`src/rtl/da_dct_odd_accum.sv`:
```
// Bit-serial distributed-arithmetic accumulator for one odd-row DCT coefficient.
// Walks x0..x3 LSB first, looks up a half coefficient ROM and shift-accumulates.
module da_dct_odd_accum #(
    parameter int unsigned W        = 8,
    parameter int unsigned GUARD    = 7,
    parameter int          INIT_ACC = 0,
    localparam int unsigned ACC_W   = 18 + GUARD
) (
    input  logic             clk,
    input  logic             rst,
    input  logic             in_valid,
    output logic             in_ready,
    input  logic [W-1:0]     x0,
    input  logic [W-1:0]     x1,
    input  logic [W-1:0]     x2,
    input  logic [W-1:0]     x3,
    output logic [2:0]       rom_addr,
    output logic             rom_cs,
    input  logic [15:0]      rom_data,
    output logic             out_valid,
    input  logic             out_ready,
    output logic [ACC_W-1:0] z
);

    localparam int unsigned CNT_W = (W > 1) ? $clog2(W) : 1;

    typedef enum logic [1:0] {
        StIdle,
        StRun,
        StDone
    } state_e;

    state_e                  state_q, state_d;
    logic [W-1:0]            x0_q, x0_d;
    logic [W-1:0]            x1_q, x1_d;
    logic [W-1:0]            x2_q, x2_d;
    logic [W-1:0]            x3_q, x3_d;
    logic [CNT_W-1:0]        bit_q, bit_d;
    logic signed [ACC_W-1:0] acc_q, acc_d;

    logic [3:0]              slice;
    logic                    last_slice;
    logic signed [ACC_W-1:0] init_ext;
    logic signed [ACC_W-1:0] rom_ext;
    logic signed [ACC_W-1:0] term;
    logic signed [ACC_W-1:0] sum;

    // Current bit-slice always sits in bit 0 of the shift registers.
    assign slice      = {x0_q[0], x1_q[0], x2_q[0], x3_q[0]};
    assign last_slice = (bit_q == CNT_W'(W - 1));

    always_comb begin
        init_ext = ACC_W'(INIT_ACC);
        init_ext = init_ext <<< GUARD;
        rom_ext  = {{(ACC_W - 16){rom_data[15]}}, rom_data};
        // Negation happens at full accumulator width so -32768 cannot wrap.
        term     = slice[3] ? -rom_ext : rom_ext;
        term     = term <<< GUARD;
        sum      = acc_q + term;
    end

    always_comb begin
        rom_cs   = 1'b0;
        rom_addr = 3'b000;
        if (state_q == StRun) begin
            rom_cs   = 1'b1;
            rom_addr = slice[3] ? ~slice[2:0] : slice[2:0];
        end
    end

    assign in_ready  = (state_q == StIdle);
    assign out_valid = (state_q == StDone);
    assign z         = acc_q;

    always_comb begin
        state_d = state_q;
        x0_d    = x0_q;
        x1_d    = x1_q;
        x2_d    = x2_q;
        x3_d    = x3_q;
        bit_d   = bit_q;
        acc_d   = acc_q;
        case (state_q)
            StIdle: begin
                if (in_valid) begin
                    state_d = StRun;
                    x0_d    = x0;
                    x1_d    = x1;
                    x2_d    = x2;
                    x3_d    = x3;
                    bit_d   = '0;
                    acc_d   = init_ext;
                end
            end
            StRun: begin
                x0_d = x0_q >> 1;
                x1_d = x1_q >> 1;
                x2_d = x2_q >> 1;
                x3_d = x3_q >> 1;
                if (last_slice) begin
                    // Sign slice carries negative weight and is not followed by a shift.
                    acc_d   = acc_q - term;
                    bit_d   = '0;
                    state_d = StDone;
                end else begin
                    acc_d = sum >>> 1;
                    bit_d = bit_q + CNT_W'(1);
                end
            end
            StDone: begin
                if (out_ready) begin
                    state_d = StIdle;
                end
            end
            default: begin
                state_d = StIdle;
            end
        endcase
    end

    always_ff @(posedge clk) begin
        if (rst) begin
            state_q <= StIdle;
            x0_q    <= '0;
            x1_q    <= '0;
            x2_q    <= '0;
            x3_q    <= '0;
            bit_q   <= '0;
            acc_q   <= '0;
        end else begin
            state_q <= state_d;
            x0_q    <= x0_d;
            x1_q    <= x1_d;
            x2_q    <= x2_d;
            x3_q    <= x3_d;
            bit_q   <= bit_d;
            acc_q   <= acc_d;
        end
    end

endmodule

```
`config.mk`:
```
export PLATFORM = sky130hd
export DESIGN_NAME = da_dct_odd_accum
export DESIGN_NICKNAME = d
export VERILOG_FILES = /design/src/rtl/da_dct_odd_accum.sv
export SDC_FILE = /design/constraint.sdc
export NUM_CORES = 1
export LEC_CHECK = 0
export BUFFER_PORTS_ARGS = -buffer_cell sky130_fd_sc_hd__buf_2
export CAP_MARGIN = 40
export CELL_PAD_IN_SITES_DETAIL_PLACEMENT = 2
export CELL_PAD_IN_SITES_GLOBAL_PLACEMENT = 2
export CORE_UTILIZATION = 25
export DETAILED_ROUTE_END_ITERATION = 8
export PLACE_DENSITY = 0.69
export SYNTH_ARGS = -nofsm -noshare
export SYNTH_HDL_FRONTEND = slang
export SYNTH_SLANG_ARGS = --single-unit
```
`constraint.sdc`:
```
create_clock -name clk -period 5.85 [get_ports clk]
set_input_delay 1.17 -clock clk [delete_from_list [all_inputs] [get_ports clk]]
set_output_delay 1.17 -clock clk [all_outputs]
set_load 0.01 [all_outputs]
```
==> metrics, run 1 <==
outcome completed; Hold Path Depth 2; layout cells sized above 1 0.1869; commonest non-fill, non-tap cells in the layout nand2_1, buf_2, nor2_1; Ys Warns 0; fin crit period 5.139 ns; cts repair resizes 0; die width 139.5 µm; Tightest Pin Transition 0.8667 ns; core area 0.01827 mm²; RR Startpoint x0_q[0]; Sink Count 62; die area 0.01946 mm²; IO buf count 82; CP Capture Type register; layout filler cell count 2168; Crit path required time 6.06 ns; via count 4731; Worst Path Max Fanout 7; setup TNS 0 ns; largest net degree at the start of global routing 53; commonest non-fill, non-tap cell in the layout nand2_1; total leakage power 2.449 nW; drt wl/cell 18.00 µm; Critical Setup Path Class in2reg; Setup Buffers After CTS 0; P&R area growth vs syn 18.37%; Worst Hold Class reg2reg; register area share after synthesis 0.2626; vias in the first global route 5269; Post-Place Cells 898; Max Clk Rate 194.6 MHz; cts bufs inserted 9; Routability Congestion 0.8718; Unique masters post-synth 62; DR DRC count 0; most frequent CP cell nor3_1; H-Tree Level Count 3; Root Buffer Master clkbuf_16; cell count after synthesis 615; Skew-Pair Late Insertion Delay 0.34 ns; RSZ-0062 raised after global routing no; # rows 49; R2R depth 13; synthesized area per cell 7.686 µm²; syn_nets 710; Net count, final 775; Startpoint Class primary input; Slew HR 0.4222; Worst VDD drop 0.0001390 V; number of flops mapped to enable cells by yosys 0; antenna violations before repair 1; # IOs 83; Yosys reg bits 62; DRT iter0 DRCs 135; worst-path cell chain buf_2 -> or4_4 -> or3_2 -> o31ai_1 -> xnor2_1 -> ha_1 -> nand2_1 -> o21ai_1 -> a2111oi_0 -> nor3_1 -> a41oi_1 -> or4_2 -> a31oi_1 -> nor3_1; hold_buf cts 0; Max Root-Sink Buffers 2; hold endpoint x0_q[7]; register area 0.001241 mm²; Tot GR Track Use 0.1750; area of the multi-input gates 0.003109 mm²; DRT Pass-1 Iters 4; final non-filler cell total 914; FF-to-FF End z[24]; initial core utilization 0.2587; GR Overflow Total 0; asr flop ratio synth 0; Post-DRT Antenna Nets 0; Post-Syn Area 0.004727 mm²; # setup viols final 0; final hold viol count 0; period utilisation layout 0.8785; Top FF cell, synth dfxtp_1; Clock Pin Slew Worst Setup and Hold Paths 0.06 ns; Crit path largest cell delay 0.68 ns; Min-Delay Startpoint x0_q[7]; DR vias/cell 5.176; CTS tree yes; first-pass GRT wire length 27.05 mm; max cap viols 0; worst reg2reg setup slack 1.87 ns; CP max-delay cell or4_2; pwr dens 280.5 mW/mm²; Detailed Route WL 16.46 mm; Slew Viols, Final 0; final setup skew 0.005452 ns; die height 139.5 µm; Crit path arrival time 5.35 ns; diodes inserted 0; DPL Wire Length 12.31 mm
metal layers:
metal,up-vias,track usage,wire length [µm]
li1,2292,-,-
met5,-,0,0
met3,19,0.02409,567
met2,83,0.3116,8006
met1,2337,0.2156,7606
met4,0,0.05789,276
logic make-up (layout without fill, tap and decap cells):
group	after synthesis	in the layout	synth area share
AND/OR/NAND/NOR	221	221	0.2091
multiplexers	5	5	0.01059
adder cells (fa/ha/maj)	43	43	0.1170
buffers and inverters	80	150	0.08020
XOR/XNOR	38	38	0.07438
flip-flops	62	62	0.2626
AO/OA/AOI/OAI	166	166	0.2462
flip-flops by register name, indices dropped and copies added, names as in the netlist:
name     flops
z           25
x2_q         8
x3_q         8
bit_q        3
x1_q         8
x0_q         8
state_q      2
cell type report:
| class | count | share of cell area |
|---|---|---|
| Sequential cell | 62 | 0.2218 |
| Tap cell | 229 | 0.05121 |
| Multi-Input combinational cell | 473 | 0.5557 |
| Timing Repair Buffer | 91 | 0.09034 |
| Clock inverter | 6 | 0.01118 |
| Inverter | 43 | 0.02885 |
| Clock buffer | 10 | 0.04092 |
cells in the mapped netlist (all sizes together), types with 8 or more instances:
cell,count,share of area
nand2,86,0.068
nor2,71,0.056
dfxtp,62,0.26
a21oi,43,0.046
inv,42,0.033
ha,41,0.11
xnor2,33,0.065
a311oi,30,0.056
clkbuf,30,0.037
o21ai,20,0.023
nand3,18,0.019
nor3,11,0.012
a31oi,10,0.013
a21o,8,0.013
a22oi,8,0.013
worst max path at each step:
| stage | cells after the start | endpoint | from |
|---|---|---|---|
| final | 14 | z[24] | rom_data[4] |
| after global routing | 14 | z[24] | rom_data[4] |
| after CTS | 14 | z[24] | rom_data[4] |
| after detailed placement | 14 | z[24] | rom_data[4] |
| after global placement | 14 | z[24] | rom_data[4] |
| after floorplan | 13 | z[24] | rom_data[4] |
stage by stage:
step                      hold slack [ns]    util  cell area, µm²  power (mW)  setup slack, ns
after CTS                          0.4794  0.3063            5595       1.591           0.6949
after global routing               0.5008  0.3063            5595       1.668           0.4667
after global placement             0.4557  0.2876            5254       1.004           0.6003
after detailed placement           0.4711  0.2903            5304       1.032           0.3146
after floorplan                    0.4483       -            4727      0.8749           0.9298
final                              0.4726  0.3063            5595       1.569           0.7110
power by group:
group	switching [mW]	leakage, nW	internal (mW)	total [mW]
registers	0.0313	0.509	0.458	0.489
logic	0.324	1.81	0.209	0.533
clock network	0.219	0.134	0.329	0.547
total	0.574	2.45	0.995	1.57
worst max-delay path, delay by kind of cell:
| family | cells | cell delay [ns] |
|---|---|---|
| xor gates and xnor gates | 1 | 0.15 |
| adders and majority gates | 1 | 0.44 |
| buffers and inverters | 1 | 0.12 |
| and+or+nand+nor | 6 | 2.30 |
| AOI/OAI and AO/OA | 5 | 1.17 |
(Power assumes the default switching activity.)
==> run 2, diff against run 1 <==
--- a/config.mk
+++ b/config.mk
@@ -5,7 +5,7 @@
 export SDC_FILE = /design/constraint.sdc
 export NUM_CORES = 1
 export LEC_CHECK = 0
-export BUFFER_PORTS_ARGS = -buffer_cell sky130_fd_sc_hd__buf_2
+export BUFFER_PORTS_ARGS = -buffer_cell sky130_fd_sc_hd__buf_4
 export CAP_MARGIN = 40
 export CELL_PAD_IN_SITES_DETAIL_PLACEMENT = 2
 export CELL_PAD_IN_SITES_GLOBAL_PLACEMENT = 2
==> run 2 against run 1 <==
Net effect:
- clock power barely moved
- sequential share of layout area decreased by 0.68 points
- clock-buffer cell count is the same
- non-clock buffer count decreased by 1
- register-to-register slack worse by 0.06 ns
- combinational power grew 3%
- core utilization increased by 0.97 points
- flip-flop and latch count unchanged
- sequential power barely moved
- critical path type unchanged
- critical endpoint unchanged
==> metrics, run 2 (synthesis results as in run 1) <==
Worst Path Max Fanout 7 (unchanged); Crit path largest cell delay 0.66 ns (-0.02 ns); CP max-delay cell or4_2; RR Startpoint x0_q[0]; # IOs 83 (unchanged); Net count, final 774 (-0.13%); total leakage power 2.483 nW (+1.4%); pwr dens 275.1 mW/mm² (-1.9%); Crit path arrival time 5.30 ns (-0.05 ns); DPL Wire Length 12.31 mm (about the same); DR vias/cell 5.145 (-0.61%); Max Clk Rate 195.4 MHz (+0.42%); RSZ-0062 raised after global routing no; met3 global-route usage 0.03510 (+0.01101); M2 GR Usage 0.3108 (-0.0007934); Detailed Route WL 16.63 mm (+1.0%); Crit path required time 6.03 ns (-0.03 ns); H-Tree Level Count 3 (unchanged); FF-to-FF End z[21]; # setup viols final 0 (unchanged); Tightest Pin Transition 0.7789 ns (-0.08788 ns); via count 4697 (-0.72%); most frequent CP cell nor3_1; die height 139.5 µm (unchanged); fin crit period 5.117 ns (-0.02156 ns); largest net degree at the start of global routing 65 (+23%); Startpoint Class primary input; initial core utilization 0.2587 (unchanged); Critical Setup Path Class in2reg; die area 0.01946 mm² (unchanged); first-pass GRT wire length 27.10 mm (+0.16%); Root Buffer Master clkbuf_16; Worst VDD drop 0.0001270 V (-8.6%); die width 139.5 µm (unchanged); Worst Hold Class reg2reg; final hold viol count 0 (unchanged); P&R area growth vs syn 22.13%; Setup Buffers After CTS 0 (unchanged); antenna violations before repair 0 (-1); CP Capture Type register; pre-CTS setup slack 0.3518 ns (+0.03722 ns); Clock Pin Slew Worst Setup and Hold Paths 0.06 ns (about the same); vias in the first global route 5229 (-0.76%); worst-path cell chain buf_4 -> or4_4 -> or3_2 -> o31ai_1 -> xnor2_1 -> ha_1 -> nand2_1 -> o21ai_1 -> a2111oi_0 -> nor3_1 -> a41oi_1 -> or4_2 -> a31oi_1 -> nor3_1; delay-heaviest family, CP simple AND/OR/NAND/NOR gates; placed cell areas 0.005474 mm² (+3.2%); GR Overflow Total 0 (unchanged); Slew HR 0.4788 (+0.05667); core area 0.01827 mm² (unchanged); CTS tree yes; final worst slack 0.7325 ns (+0.02156 ns); CP bufs+invs 1 (unchanged); Skew-Pair Late Insertion Delay 0.34 ns (about the same); diodes inserted 0 (unchanged); commonest non-fill, non-tap cells in the layout buf_4, nand2_1, nor2_1; drt wl/cell 18.21 µm (+1.1%); commonest non-fill, non-tap cell in the layout buf_4; Max Root-Sink Buffers 2 (unchanged); Tot GR Track Use 0.1762 (+0.001160); post-layout instance area 0.005773 mm² (+3.2%); cts bufs inserted 9 (unchanged); DRT iter0 DRCs 112 (-17%); # rows 49 (unchanged); Hold Path Depth 2 (unchanged); setup TNS 0 ns (unchanged); final setup skew 0.005248 ns (-0.0002040 ns); Routability Congestion 0.8721 (about the same); hold endpoint x3_q[7]; DRT Pass-1 Iters 4 (unchanged); period utilisation layout 0.8748 (-0.003686); R2R depth 12 (-1); max cap viols 0 (unchanged); hold_buf cts 0 (unchanged); cts repair resizes 0 (unchanged); outcome completed; DR DRC count 0 (unchanged); Slew Viols, Final 0 (unchanged); Global Route met1 Usage 0.2143 (-0.001296); Post-DRT Antenna Nets 0 (unchanged); Min Hold Slack 0.4718 ns (-0.0007980 ns); layout cells sized above 1 0.1857 (-0.001189); Min-Delay Startpoint x3_q[7]; worst reg2reg setup slack 1.81 ns (-0.06 ns); grt peak-use layer met2; max reg flops 25 (unchanged); Sink Count 62 (unchanged); IO buf count 82 (unchanged)
-- run 2: cell types whose count changed in the layout (fill, tap and decap cells not counted) --
cell	previous run	this run
buf_16	1	0
buf_2	82	0
buf_4	7	90
buf_8	1	0
clkinv_2	2	0
inv_6	0	2
-- run 2: area by class of cell --
| cell class | count | area (µm²) |
|---|---|---|
| Timing Repair Buffer | 90 | 675.6 |
| Sequential cell | 62 | 1241 |
| Clock inverter | 6 | 70.07 |
| Tap cell | 229 | 286.5 |
| Inverter | 43 | 161.4 |
| Multi-Input combinational cell | 473 | 3109 |
| Fill cell | 2142 | 12500 |
| Clock buffer | 10 | 229.0 |
-- run 2: report_power, final --
group          internal, mW  switching [mW]
registers             0.458          0.0341
clock network         0.333           0.217
logic                 0.223           0.323
-- run 2: how the worst max path moves through the flow --
stage | slack (ns) | from | cells after the start | end
2_1_floorplan | 0.93 | rom_data[4] | 13 | z[24]
3_3_place_gp | 0.59 | rom_data[4] | 14 | z[24]
3_5_place_dp | 0.35 | rom_data[4] | 14 | z[24]
4_1_cts | 0.71 | rom_data[4] | 14 | z[24]
5_1_grt | 0.43 | rom_data[4] | 14 | z[24]
6_report | 0.73 | rom_data[4] | 14 | z[24]
-- run 2: through the flow --
| stage | total power [mW] | util | std cells |
|---|---|---|---|
| 3_5_place_dp | 1.051 | 0.2996 | 897 |
| 4_1_cts | 1.618 | 0.3160 | 913 |
| 6_report | 1.588 | 0.3160 | 913 |
| 5_1_grt | 1.695 | 0.3160 | 913 |
| 2_1_floorplan | 0.8749 | - | 615 |
| 3_3_place_gp | 1.024 | 0.2992 | 896 |
-- run 2: tightest hold or removal path, cell delays in order, from the launching register on --
cell and delay (ns):
dfxtp_1 0.31, nand3_1 0.06, a21oi_1 0.06
-- run 2: layer usage --
layer | share of wire | wire length, µm | vias up
li1 | - | - | 2290
met1 | 0.45 | 7559 | 2298
met2 | 0.49 | 8168 | 90
met3 | 0.038 | 634 | 19
met4 | 0.016 | 264 | 0
met5 | 0 | 0 | -
==> run 3, diff against run 2 <==
--- a/config.mk
+++ b/config.mk
@@ -9,6 +9,7 @@
 export CAP_MARGIN = 40
 export CELL_PAD_IN_SITES_DETAIL_PLACEMENT = 2
 export CELL_PAD_IN_SITES_GLOBAL_PLACEMENT = 2
+export CORE_MARGIN = 5
 export CORE_UTILIZATION = 25
 export DETAILED_ROUTE_END_ITERATION = 8
 export PLACE_DENSITY = 0.69
==> run 3 against run 2 <==
Net effect:
- die area is 12% higher
- via count is 1.1% higher
- clock-buffer cell count is 2 higher
- combinational power hardly changed
- critical path depth stayed put
- flip-flop and latch count stayed put
- critical path type unchanged
- largest power group is now combinational cells
- highest routed layer unchanged
==> metrics, run 3 (synthesis results as in run 1) <==
sequential fraction of design power 0.311 (about the same); placed cell areas 0.005465 mm² (-0.16%); vias in the first global route 5435 (+3.9%); CP bufs+invs 1 (unchanged); delay-heaviest family, CP simple AND/OR/NAND/NOR gates; max reg flops 25 (unchanged); Crit path arrival time 5.31 ns (about the same); most frequent CP cell nor3_1; layout cells sized above 1 0.1848 (-0.0009218); pwr dens 274.0 mW/mm² (-0.41%); DR DRC count 0 (unchanged); commonest non-fill, non-tap cells in the layout buf_4, nand2_1, nor2_1; die width 147.5 µm (+5.7%); Startpoint Class primary input; commonest non-fill, non-tap cell in the layout buf_4; Tightest Pin Transition 0.7920 ns (+0.01310 ns); core area 0.01864 mm² (+2.0%); fin crit period 5.110 ns (-0.007724 ns); Tot GR Track Use 0.1574 (-0.01876); via count 4747 (+1.1%); hold_buf cts 0 (unchanged); total leakage power 2.482 nW (about the same); Slew Viols, Final 0 (unchanged); Net count, final 772 (-0.26%); Slew HR 0.4701 (-0.008768); Sink Count 62 (unchanged); CP max-delay cell or4_2; Min Hold Slack 0.4759 ns (+0.004118 ns); P&R area growth vs syn 21.89%; DRT iter0 DRCs 122 (+8.9%); initial core utilization 0.2536 (-0.005175); Crit path largest cell delay 0.65 ns (about the same); # setup viols final 0 (unchanged); internal power 1.002 mW (-1.2%); die height 147.5 µm (+5.7%); Detailed Route WL 16.79 mm (+0.97%); first-pass GRT wire length 27.87 mm (+2.9%); final hold viol count 0 (unchanged); GR Overflow Total 0 (unchanged); setup TNS 0 ns (unchanged); Crit path required time 6.05 ns (+0.02 ns); switching power 0.5767 mW (+0.41%); H-Tree Level Count 3 (unchanged); die area 0.02176 mm² (+12%); WP depth 14 (unchanged); Routability Congestion 0.8221 (-5.7%); period utilisation layout 0.8735 (-0.001320); Worst Hold Class reg2reg; Skew-Pair Late Insertion Delay 0.34 ns (about the same); Max Clk Rate 195.7 MHz (+0.15%); R2R depth 11 (-1); # IOs 83 (unchanged); Worst Path Max Fanout 9 (+2); cts bufs inserted 9 (unchanged); diodes inserted 0 (unchanged); Post-DRT Antenna Nets 0 (unchanged); worst-path cell chain buf_4 -> or4_4 -> or3_2 -> o21ai_0 -> xnor2_1 -> ha_1 -> a21oi_1 -> o21ai_1 -> a2111oi_0 -> nor3_1 -> a41oi_1 -> or4_2 -> a31oi_1 -> nor3_1; final setup skew 0.009853 ns (+0.004605 ns); Clk pwr share 0.344 (-0.002); Hold Path Depth 2 (unchanged); DR vias/cell 5.182 (+0.73%); Max Root-Sink Buffers 2 (unchanged); antenna violations before repair 0 (unchanged); DPL Wire Length 12.39 mm (+0.69%); post-layout instance area 0.005762 mm² (-0.20%); Switching Share 0.3653 (+0.003668); DRT Pass-1 Iters 4 (unchanged); combinational share of power 0.345 (about the same); RSZ-0062 raised after global routing no; layout filler cell count 2183 (+1.9%); # rows 50 (+2.0%); CP Capture Type register; max cap viols 0 (unchanged); IO buf count 82 (unchanged); Root Buffer Master clkbuf_16; Worst VDD drop 0.0001394 V (+9.8%); Setup Buffers After CTS 0 (unchanged); CTS tree yes; cts repair resizes 0 (unchanged); Clock Pin Slew Worst Setup and Hold Paths 0.06 ns (about the same); Critical Setup Path Class in2reg; largest net degree at the start of global routing 66 (+1.5%); drt wl/cell 18.33 µm (+0.64%); outcome completed
[run 3: cell count changes in the layout (fill, tap and decap cells not counted)]
cell	change
clkbuf_8	+3
buf_4	-2
clkinv_4	+2
clkinvlp_4	-2
inv_6	-2
bufinv_16	-1
clkbuf_1	-1
clkinv_2	+1
[run 3: power by group through the flow]
stage | clock network (mW) | logic (mW) | registers (mW)
global placement | 0 | 0.524 | 0.498
finish | 0.543 | 0.545 | 0.491
floorplan | 0 | 0.381 | 0.494
CTS | 0.559 | 0.552 | 0.493
global route | 0.577 | 0.610 | 0.497
detailed placement | 0 | 0.547 | 0.502
[run 3: final cells by class]
| type | instances | area (µm²) | area share |
|---|---|---|---|
| Multi-Input combinational cell | 473 | 3109 | 0.5396 |
| Sequential cell | 62 | 1241 | 0.2154 |
| Timing Repair Buffer | 88 | 660.6 | 0.1147 |
| Tap cell | 234 | 292.8 | 0.05081 |
| Clock buffer | 12 | 266.5 | 0.04625 |
| Inverter | 43 | 161.4 | 0.02801 |
| Clock inverter | 4 | 30.03 | 0.005212 |
[run 3: per-stage QoR]
step,utilization,power [mW],setup slack (ns),cells
after global routing,0.3091,1.684,0.4059,916
final,0.3091,1.579,0.7403,916
after CTS,0.3091,1.604,0.7436,916
after detailed placement,0.2932,1.048,0.3660,900
after floorplan,-,0.8749,0.9298,615
after global placement,0.2928,1.023,0.5830,899
[run 3: path summary, 6_finish.rpt]
kind / endpoint / slack (ns) / from
setup reg to reg: z[24] / 1.83 / x0_q[0]
hold reg to reg: x0_q[7] / 0.48 / x0_q[7]
setup / recovery: z[24] / 0.74 / rom_data[4]
hold / removal: x0_q[7] / 0.48 / x0_q[7]
[run 3: worst register-to-register path, stage by stage (launching register included)]
cell,delay [ns]
dfxtp_1,0.79
o21ai_0,0.25
xnor2_1,0.20
ha_1,0.48
a21oi_1,0.17
o21ai_1,0.35
a2111oi_0,0.13
nor3_1,0.38
a41oi_1,0.25
or4_2,0.65
a31oi_1,0.17
nor3_1,0.07
[run 3: layer usage]
metal / share of wire / wire (µm) / global-route usage / up-vias
met3: 0.042 / 698 / 0.03709 / 23
met4: 0.018 / 298 / 0.04427 / 0
met2: 0.49 / 8295 / 0.2778 / 101
met5: 0 / 0 / 0 / -
met1: 0.45 / 7494 / 0.1910 / 2335
li1: - / - / - / 2288
